## src/rtl/hidden_layer_mac.sv

```systemverilog
// hidden_layer_mac
//   Computes one output-neuron value from the hidden-unit RAM. On start it
//   steps through all 2**ADDR_WIDTH entries of the hidden RAM and the weight
//   RAM together and accumulates the signed products hidden[i]*weight[i].
//   It then emits the result, saturated to DATA_WIDTH and optionally ReLU'd,
//   together with a one-cycle done pulse.
//   Both RAMs register their read address, so read data lags rd_addr by one
//   cycle.
// Ports
//   clk, rst_n : clock and asynchronous active-low reset
//   start      : request a dot product; only looked at in IDLE
//   rd_addr    : read address shared by the hidden RAM and the weight RAM
//   hid_q/wt_q : RAM read data, valid one cycle after rd_addr
//   busy       : high from the accepting edge until the done cycle
//   done       : one-cycle pulse; result and acc are valid from this cycle
//   result     : saturated (and ReLU'd if RELU) value; held until next done
//   acc        : raw accumulator; held after done, cleared on accept
module hidden_layer_mac #(
  parameter int DATA_WIDTH = 8,
  parameter int ADDR_WIDTH = 5,
  parameter int ACC_WIDTH  = 24,
  parameter int FRAC_BITS  = 0,
  parameter int RELU       = 0
) (
  input  logic                         clk,
  input  logic                         rst_n,
  input  logic                         start,
  output logic [ADDR_WIDTH-1:0]        rd_addr,
  input  logic signed [DATA_WIDTH-1:0] hid_q,
  input  logic signed [DATA_WIDTH-1:0] wt_q,
  output logic                         busy,
  output logic                         done,
  output logic signed [DATA_WIDTH-1:0] result,
  output logic signed [ACC_WIDTH-1:0]  acc
);
  localparam int PW = 2*DATA_WIDTH;
  localparam logic [ADDR_WIDTH-1:0] LAST = {ADDR_WIDTH{1'b1}};
  localparam logic signed [ACC_WIDTH-1:0] SAT_MAX = ACC_WIDTH'((2**(DATA_WIDTH-1))-1);
  localparam logic signed [ACC_WIDTH-1:0] SAT_MIN = ~SAT_MAX;

  typedef enum logic [1:0] {IDLE, RUN, DRAIN, FINISH} state_t;
  state_t state;

  // vld_pipe[0]: an address is on rd_addr this cycle.
  // vld_pipe[1]: the RAM data for that address is on hid_q/wt_q this cycle.
  logic [1:0] vld_pipe;

  logic signed [PW-1:0]         prod;
  logic signed [ACC_WIDTH-1:0]  prod_ext;
  logic signed [ACC_WIDTH-1:0]  shifted;
  logic signed [DATA_WIDTH-1:0] sat_val;

  assign prod     = hid_q * wt_q;
  assign prod_ext = {{(ACC_WIDTH-PW){prod[PW-1]}}, prod};
  assign shifted  = acc >>> FRAC_BITS;

  always_comb begin
    sat_val = shifted[DATA_WIDTH-1:0];
    if (shifted > SAT_MAX)      sat_val = SAT_MAX[DATA_WIDTH-1:0];
    else if (shifted < SAT_MIN) sat_val = SAT_MIN[DATA_WIDTH-1:0];
    // The sign of the saturated value matches the sign of s, so testing
    // its MSB is enough for the ReLU.
    if (RELU != 0 && sat_val[DATA_WIDTH-1]) sat_val = '0;
  end

  always_ff @(posedge clk or negedge rst_n) begin
    if (!rst_n) begin
      state    <= IDLE;
      rd_addr  <= '0;
      busy     <= 1'b0;
      done     <= 1'b0;
      result   <= '0;
      acc      <= '0;
      vld_pipe <= '0;
    end else begin
      done        <= 1'b0;
      vld_pipe[1] <= vld_pipe[0];
      if (vld_pipe[1]) acc <= acc + prod_ext;
      case (state)
        IDLE: if (start) begin
          state       <= RUN;
          acc         <= '0;
          rd_addr     <= '0;
          busy        <= 1'b1;
          vld_pipe[0] <= 1'b1;
        end
        RUN: begin
          if (rd_addr == LAST) begin
            state       <= DRAIN;
            vld_pipe[0] <= 1'b0;
          end else begin
            rd_addr <= rd_addr + 1'b1;
          end
        end
        // The last product is added on the same edge that leaves DRAIN.
        DRAIN: state <= FINISH;
        FINISH: begin
          state   <= IDLE;
          result  <= sat_val;
          done    <= 1'b1;
          busy    <= 1'b0;
          rd_addr <= '0;
        end
        default: state <= IDLE;
      endcase
    end
  end
endmodule

```

## config.mk

```make
export PLATFORM = sky130hd
export DESIGN_NAME = hidden_layer_mac
export DESIGN_NICKNAME = d
export VERILOG_FILES = /design/src/rtl/hidden_layer_mac.sv
export SDC_FILE = /design/constraint.sdc
export NUM_CORES = 1
export LEC_CHECK = 0
export CAP_MARGIN = 15
export CORE_MARGIN = 8
export CORE_UTILIZATION = 35
export CTS_CLUSTER_DIAMETER = 40
export DETAILED_ROUTE_END_ITERATION = 7
export PLACE_DENSITY_LB_ADDON = 0.08
export REMOVE_ABC_BUFFERS = 1
export SETUP_SLACK_MARGIN = 0.3
export SKIP_CTS_REPAIR_TIMING = 1
export SLEW_MARGIN = 25
export SYNTH_ARGS = -nofsm -noshare
export SYNTH_HDL_FRONTEND = slang
export SYNTH_SLANG_ARGS = --single-unit
```

## constraint.sdc

```tcl
create_clock -name clk -period 4.2 [get_ports clk]
set_input_delay 1.26 -clock clk [delete_from_list [all_inputs] [get_ports clk]]
set_output_delay 1.26 -clock clk [all_outputs]
set_load 0.1 [all_outputs]
```

==> metrics.txt, run 1 <==
Reg clk slew, reported paths 0.08 ns; fin crit share 1.30; synthesis warning total 0; commonest cells after routing, fill and taps aside 123 x buf_4, 100 x inv_1, 95 x fa_1, 43 x dfrtp_1, 42 x nand2_1; FP Rows 48; Bufs on Longest Clock Path 2; Vias/cell around 4.9; largest net degree at the start of global routing 44; initial antenna violation count 0; predominant post-synthesis flop cell dfrtp_1; FF-to-FF End acc[21]; ant diodes 0; fin area 8840 um2; Post-synth EDFFs 0; Max Clock Freq between 150 and 200 MHz; share of cells above drive strength 1 0.345; outcome finished, violations left; first-pass GRT wire length approximately 28000 um; num ports 58; Final min period ~5.5 ns; routed vias 4991; reg2reg start acc[6]; endpoints failing hold 0; Worst Hold Class reg -> reg; wire per inst 17.4 um; clock root cell clkbuf_16; area grow syn2layout 44.6%; Final Slew Violations 0; drt pass-1 iters 4; first-iteration detailed-routing DRC count 148; Post-Syn Area 6110 um2; Die Area 21900 um2; CP endpoint acc[20]; synthesized netlist cell count between 600 and 700; post-layout util 0.515; Max FO, Critical Path 8; fin nets 979; Initial Util 0.356; Fin Clk Skew 0.0145 ns; Max-slew headroom 0.325; Die Ht 148 um; GRT overflow 0; Placer Congestion 0.829; violations in the final reports setup timing; FF+latch count, synth 43; CTS tree yes; worst slew pin tran 1.01 ns; Critical Path RT 4.37 ns; Critical Path Sink Type register; post-DP HPWL between 10000 and 15000 um; port bufs 57; Setup CP Type in -> reg; wirelength, routed 17700 um; setup TNS -18.68 ns; most common cell after layout, fill and taps aside buf_4; All-Layer GR Usage 0.161; ys async rst share 1.00; Num CTS Buffers 5; syn avg cell area 9.87 um2; max capacitance violation total 0; drt drc 0; Routed Antenna Nets 0; WP data arrival 5.65 ns; Cell variety after synth 57; CTS sink count 43; clock latency on the worst-skew pair roughly 0.30 ns; Post-DP Area 7710 um2; CTS H-Tree Depth 2; worst setup path startpoint hid_q[7]; Setup-failing EPs final 19; startpoint class of the critical path primary input; worst setup margin -1.27 ns; flop-to-flop setup slack -0.34 ns; die width 148 um; sequential area share after synthesis 0.176; vias in the first global route 5388; core area between 15000 and 20000 um2; worst r2r path cells 17; unrepaired setup endpoints after global routing yes
## worst min-delay path by stage
stage                 from     endpoint  slack [ns]  depth (start not counted)
6_report       vld_pipe[0]  vld_pipe[1]        0.40                          0
5_1_grt        vld_pipe[0]  vld_pipe[1]        0.44                          0
3_3_place_gp   vld_pipe[0]  vld_pipe[1]        0.38                          0
2_1_floorplan  vld_pipe[0]  vld_pipe[1]        0.37                          0
3_5_place_dp   vld_pipe[0]  vld_pipe[1]        0.39                          0
4_1_cts        vld_pipe[0]  vld_pipe[1]        0.41                          0
## synth_stat cells (all sizes together) (3+ instances only)
library cell | n | area [um2]
a211oi | 5 | 47.5
a21boi | 3 | 22.5
a21o | 8 | 60.1
a21oi | 18 | 90.1
a22o | 7 | 61.3
a31oi | 4 | 31.3
and2 | 35 | 219
and3 | 3 | 20.0
buf | 3 | 12.5
clkbuf | 7 | 27.5
dfrtp | 43 | 1080
fa | 104 | 2080
ha | 61 | 763
inv | 111 | 417
mux2i | 9 | 90.1
nand2 | 45 | 169
nand2b | 3 | 18.8
nand3 | 7 | 35.0
nand4 | 7 | 43.8
nor2 | 38 | 143
nor2b | 3 | 18.8
nor3 | 8 | 40.0
nor4 | 7 | 43.8
o21a | 7 | 52.6
o21ai | 19 | 95.1
o22ai | 7 | 43.8
o31ai | 5 | 37.5
or2 | 3 | 18.8
or3 | 3 | 18.8
xnor2 | 10 | 87.6
xor2 | 4 | 35.0
## cell type report
| cell class | instances | area [um2] |
|---|---|---|
| clock buffer | 5 | 125 |
| clock inverter | 3 | 46.3 |
| fill | 1626 | 8340 |
| inverter | 113 | 427 |
| multi-input combinational | 453 | 5320 |
| sequential | 43 | 1080 |
| tap | 225 | 282 |
| timing repair buffer | 179 | 1560 |
## registers in the layout (all words and copies together) (netlist names)
| name | flops |
|---|---|
| acc | 24 |
| busy | 1 |
| done | 1 |
| rd_addr | 5 |
| result | 8 |
| state | 2 |
| vld_pipe | 2 |
## layer usage
| metal | vias to the layer above | global-route usage | wire, um |
|---|---|---|---|
| li1 | 2366 | - | - |
| met1 | 2508 | 0.215 | 8010 |
| met2 | 88 | 0.273 | 8850 |
| met4 | 0 | 0.0464 | 463 |
| met3 | 29 | 0.0155 | 406 |
| met5 | - | 0 | 0 |
## cell families after synthesis
logic type | count (synthesis) | share of synthesized area
multiplexers | 10 | 0.0166
AND/OR/NAND/NOR | 166 | 0.134
adder cells (fa/ha/maj) | 165 | 0.466
buffers and inverters | 123 | 0.0759
flip-flops | 43 | 0.176
AO/OA/AOI/OAI | 98 | 0.112
XOR/XNOR | 14 | 0.0201
## worst max-delay path, cell delays in order
cell       delay [ns]
buf_12           0.11
and2_4           0.18
clkbuf_16        0.16
fa_1             0.49
inv_2            0.04
fa_1             0.46
fa_1             0.50
inv_2            0.04
fa_1             0.58
ha_4             0.22
ha_4             0.24
a21o_1           0.19
a21o_1           0.18
a221o_1          0.43
o31ai_2          0.30
xor2_1           0.17
o21ai_1          0.08
## through the flow
stage	hold slack (ns)	std cells	worst slack, ns
floorplan	0.369	609	-1.90
global placement	0.384	996	-2.30
detailed placement	0.391	996	-2.34
CTS	0.408	1004	-2.08
global route	0.437	1021	-1.39
finish	0.399	1021	-1.27
Power of run 1 is left out: the tool's default activity adds up to more than one toggle a clock period on the data nets, which glitch-free logic cannot reach.
==> run 2: changes to the inputs <==
Settings changed: REMOVE_ABC_BUFFERS 1 to not set.
==> run 2 against run 1 <==
The flow still finishes with violations (setup timing). Cell count shrank 1.6%. Fmax is 1.1% lower. Setup slack worse by 0.059 ns. Critical endpoint is now acc[23]. Largest cell class unchanged. Highest routed layer unchanged.
==> metrics.txt, run 2 (synthesis gave the netlist of run 1 again) <==
outcome finished, violations left; Max-slew headroom 0.321 (-0.00347); largest register by flop count acc; Setup WS pre-CTS -2.19 ns (+0.150 ns); initial antenna violation count 0 (unchanged); M1 wire length 7710 um (-3.7%); die width 148 um (unchanged); violations in the final reports setup timing; Final Slew Violations 0 (unchanged); max capacitance violation total 0 (unchanged); area grow syn2layout 40.3%; metal3 WL 478 um (+18%); fin crit share 1.32 (+0.0141); reg2reg start acc[6]; num ports 58 (unchanged); flop-to-flop setup slack -0.34 ns (about the same); Post-DP Area 8010 um2 (+3.9%); Worst Hold Class reg -> reg; Die Ht 148 um (unchanged); min-delay src vld_pipe[0]; Bufs on Longest Clock Path 2 (unchanged); Final min period 5.53 ns (+0.0592 ns); startpoint class of the critical path primary input; largest net degree at the start of global routing 44 (unchanged); GRT overflow 0 (unchanged); worst slew pin tran 1.01 ns (+0.00519 ns); CTS sink count 43 (unchanged); Critical Path RT 4.38 ns (about the same); CTS tree yes; post-layout util 0.499 (-0.0154); wire per inst 16.7 um (-4.1%); fin area 8570 um2 (-3.0%); drt pass-1 iters 4 (unchanged); Initial Util 0.356 (unchanged); fin nets 963 (-1.6%); Top Metal Used met4; core area 17200 um2 (unchanged); drt drc 0 (unchanged); metal2 WL 8180 um (-7.5%); worst r2r path cells 17 (unchanged); Reg clk slew, reported paths 0.07 ns (about the same); most common cell after layout, fill and taps aside buf_4; Vias/cell 4.86 (-0.50%); port bufs 57 (unchanged); endpoints failing hold 0 (unchanged); Max Clock Freq 181 MHz (-1.1%); FP Rows 48 (unchanged); Max FO, Critical Path 8 (unchanged); Hold Path End vld_pipe[1]; ant diodes 0 (unchanged); share of cells above drive strength 1 0.317 (-0.0288); routed vias 4888 (-2.1%); clock root cell clkbuf_16; vias in the first global route 5449 (+1.1%); Placer Congestion 0.849 (+2.5%); Setup-failing EPs final 19 (unchanged); first-pass GRT wire length 28200 um (-0.39%); WHS Path Cells 0 (unchanged); Routed Antenna Nets 0 (unchanged); unrepaired setup endpoints after global routing yes; All-Layer GR Usage 0.159 (-0.00248); Fin Clk Skew 0.00534 ns (-0.00913 ns); Die Area 21900 um2 (unchanged); Setup CP Type in -> reg; CTS H-Tree Depth 2 (unchanged); wirelength, routed 16700 um (-5.6%); post-DP HPWL 14300 um (+0.78%); clock latency on the worst-skew pair 0.29 ns (about the same); Top Registers acc: 24 flops, result: 8 flops, rd_addr: 5 flops; worst setup margin -1.33 ns (-0.0592 ns); commonest cells after routing, fill and taps aside 107 x buf_4, 98 x inv_1, 96 x fa_1, 43 x dfrtp_1, 40 x nand2_1; syn_nets 803; Critical Path Sink Type register; first-iteration detailed-routing DRC count 178 (+20%); Hold Worst Slack 0.431 ns (+0.0316 ns); Largest register FFs 24 (unchanged); WP data arrival 5.72 ns (+0.07 ns); FF-to-FF End acc[16]; Num CTS Buffers 5 (unchanged)
## run 2: final cells by class
| class | instances | area [um2] |
|---|---|---|
| Fill cell | 1658 | 8600 |
| Clock inverter | 3 | 47.5 |
| Sequential cell | 43 | 1080 |
| Inverter | 113 | 432 |
| Tap cell | 225 | 282 |
| Multi-Input combinational cell | 453 | 5190 |
| Clock buffer | 5 | 125 |
| Timing Repair Buffer | 163 | 1420 |
## run 2: worst max-delay path by stage
| stage | startpoint | endpoint | slack, ns | cells after the start |
|---|---|---|---|---|
| floorplan | hid_q[7] | acc[23] | -1.30 | 15 |
| global placement | wt_q[4] | acc[23] | -2.11 | 16 |
| finish | hid_q[7] | acc[23] | -1.33 | 17 |
| detailed placement | wt_q[3] | acc[23] | -2.19 | 17 |
| global route | hid_q[7] | acc[16] | -1.47 | 17 |
| CTS | wt_q[3] | acc[23] | -1.90 | 17 |
## run 2: worst max-delay path: stages
cell	delay, ns
buf_6	0.07
buf_8	0.13
and2_4	0.17
inv_2	0.04
fa_1	0.53
inv_2	0.05
fa_1	0.51
fa_1	0.45
fa_1	0.60
fa_2	0.47
ha_4	0.18
a21o_1	0.20
a31oi_4	0.19
a21bo_2	0.20
a211oi_4	0.08
o311a_1	0.30
o31a_1	0.27
## run 2: layer usage
layer	up-vias	global-route usage
li1	2328	-
met3	27	0.0213
met2	80	0.268
met1	2453	0.210
met4	0	0.0413
met5	-	0
## run 2: per-stage QoR
stage	TNS (ns)	cells
2_1_floorplan	-18.10	619
3_3_place_gp	-35.23	990
3_5_place_dp	-35.08	990
4_1_cts	-29.47	998
5_1_grt	-22.98	1005
6_report	-20.20	1005
Power of run 2 is left out for the same reason.
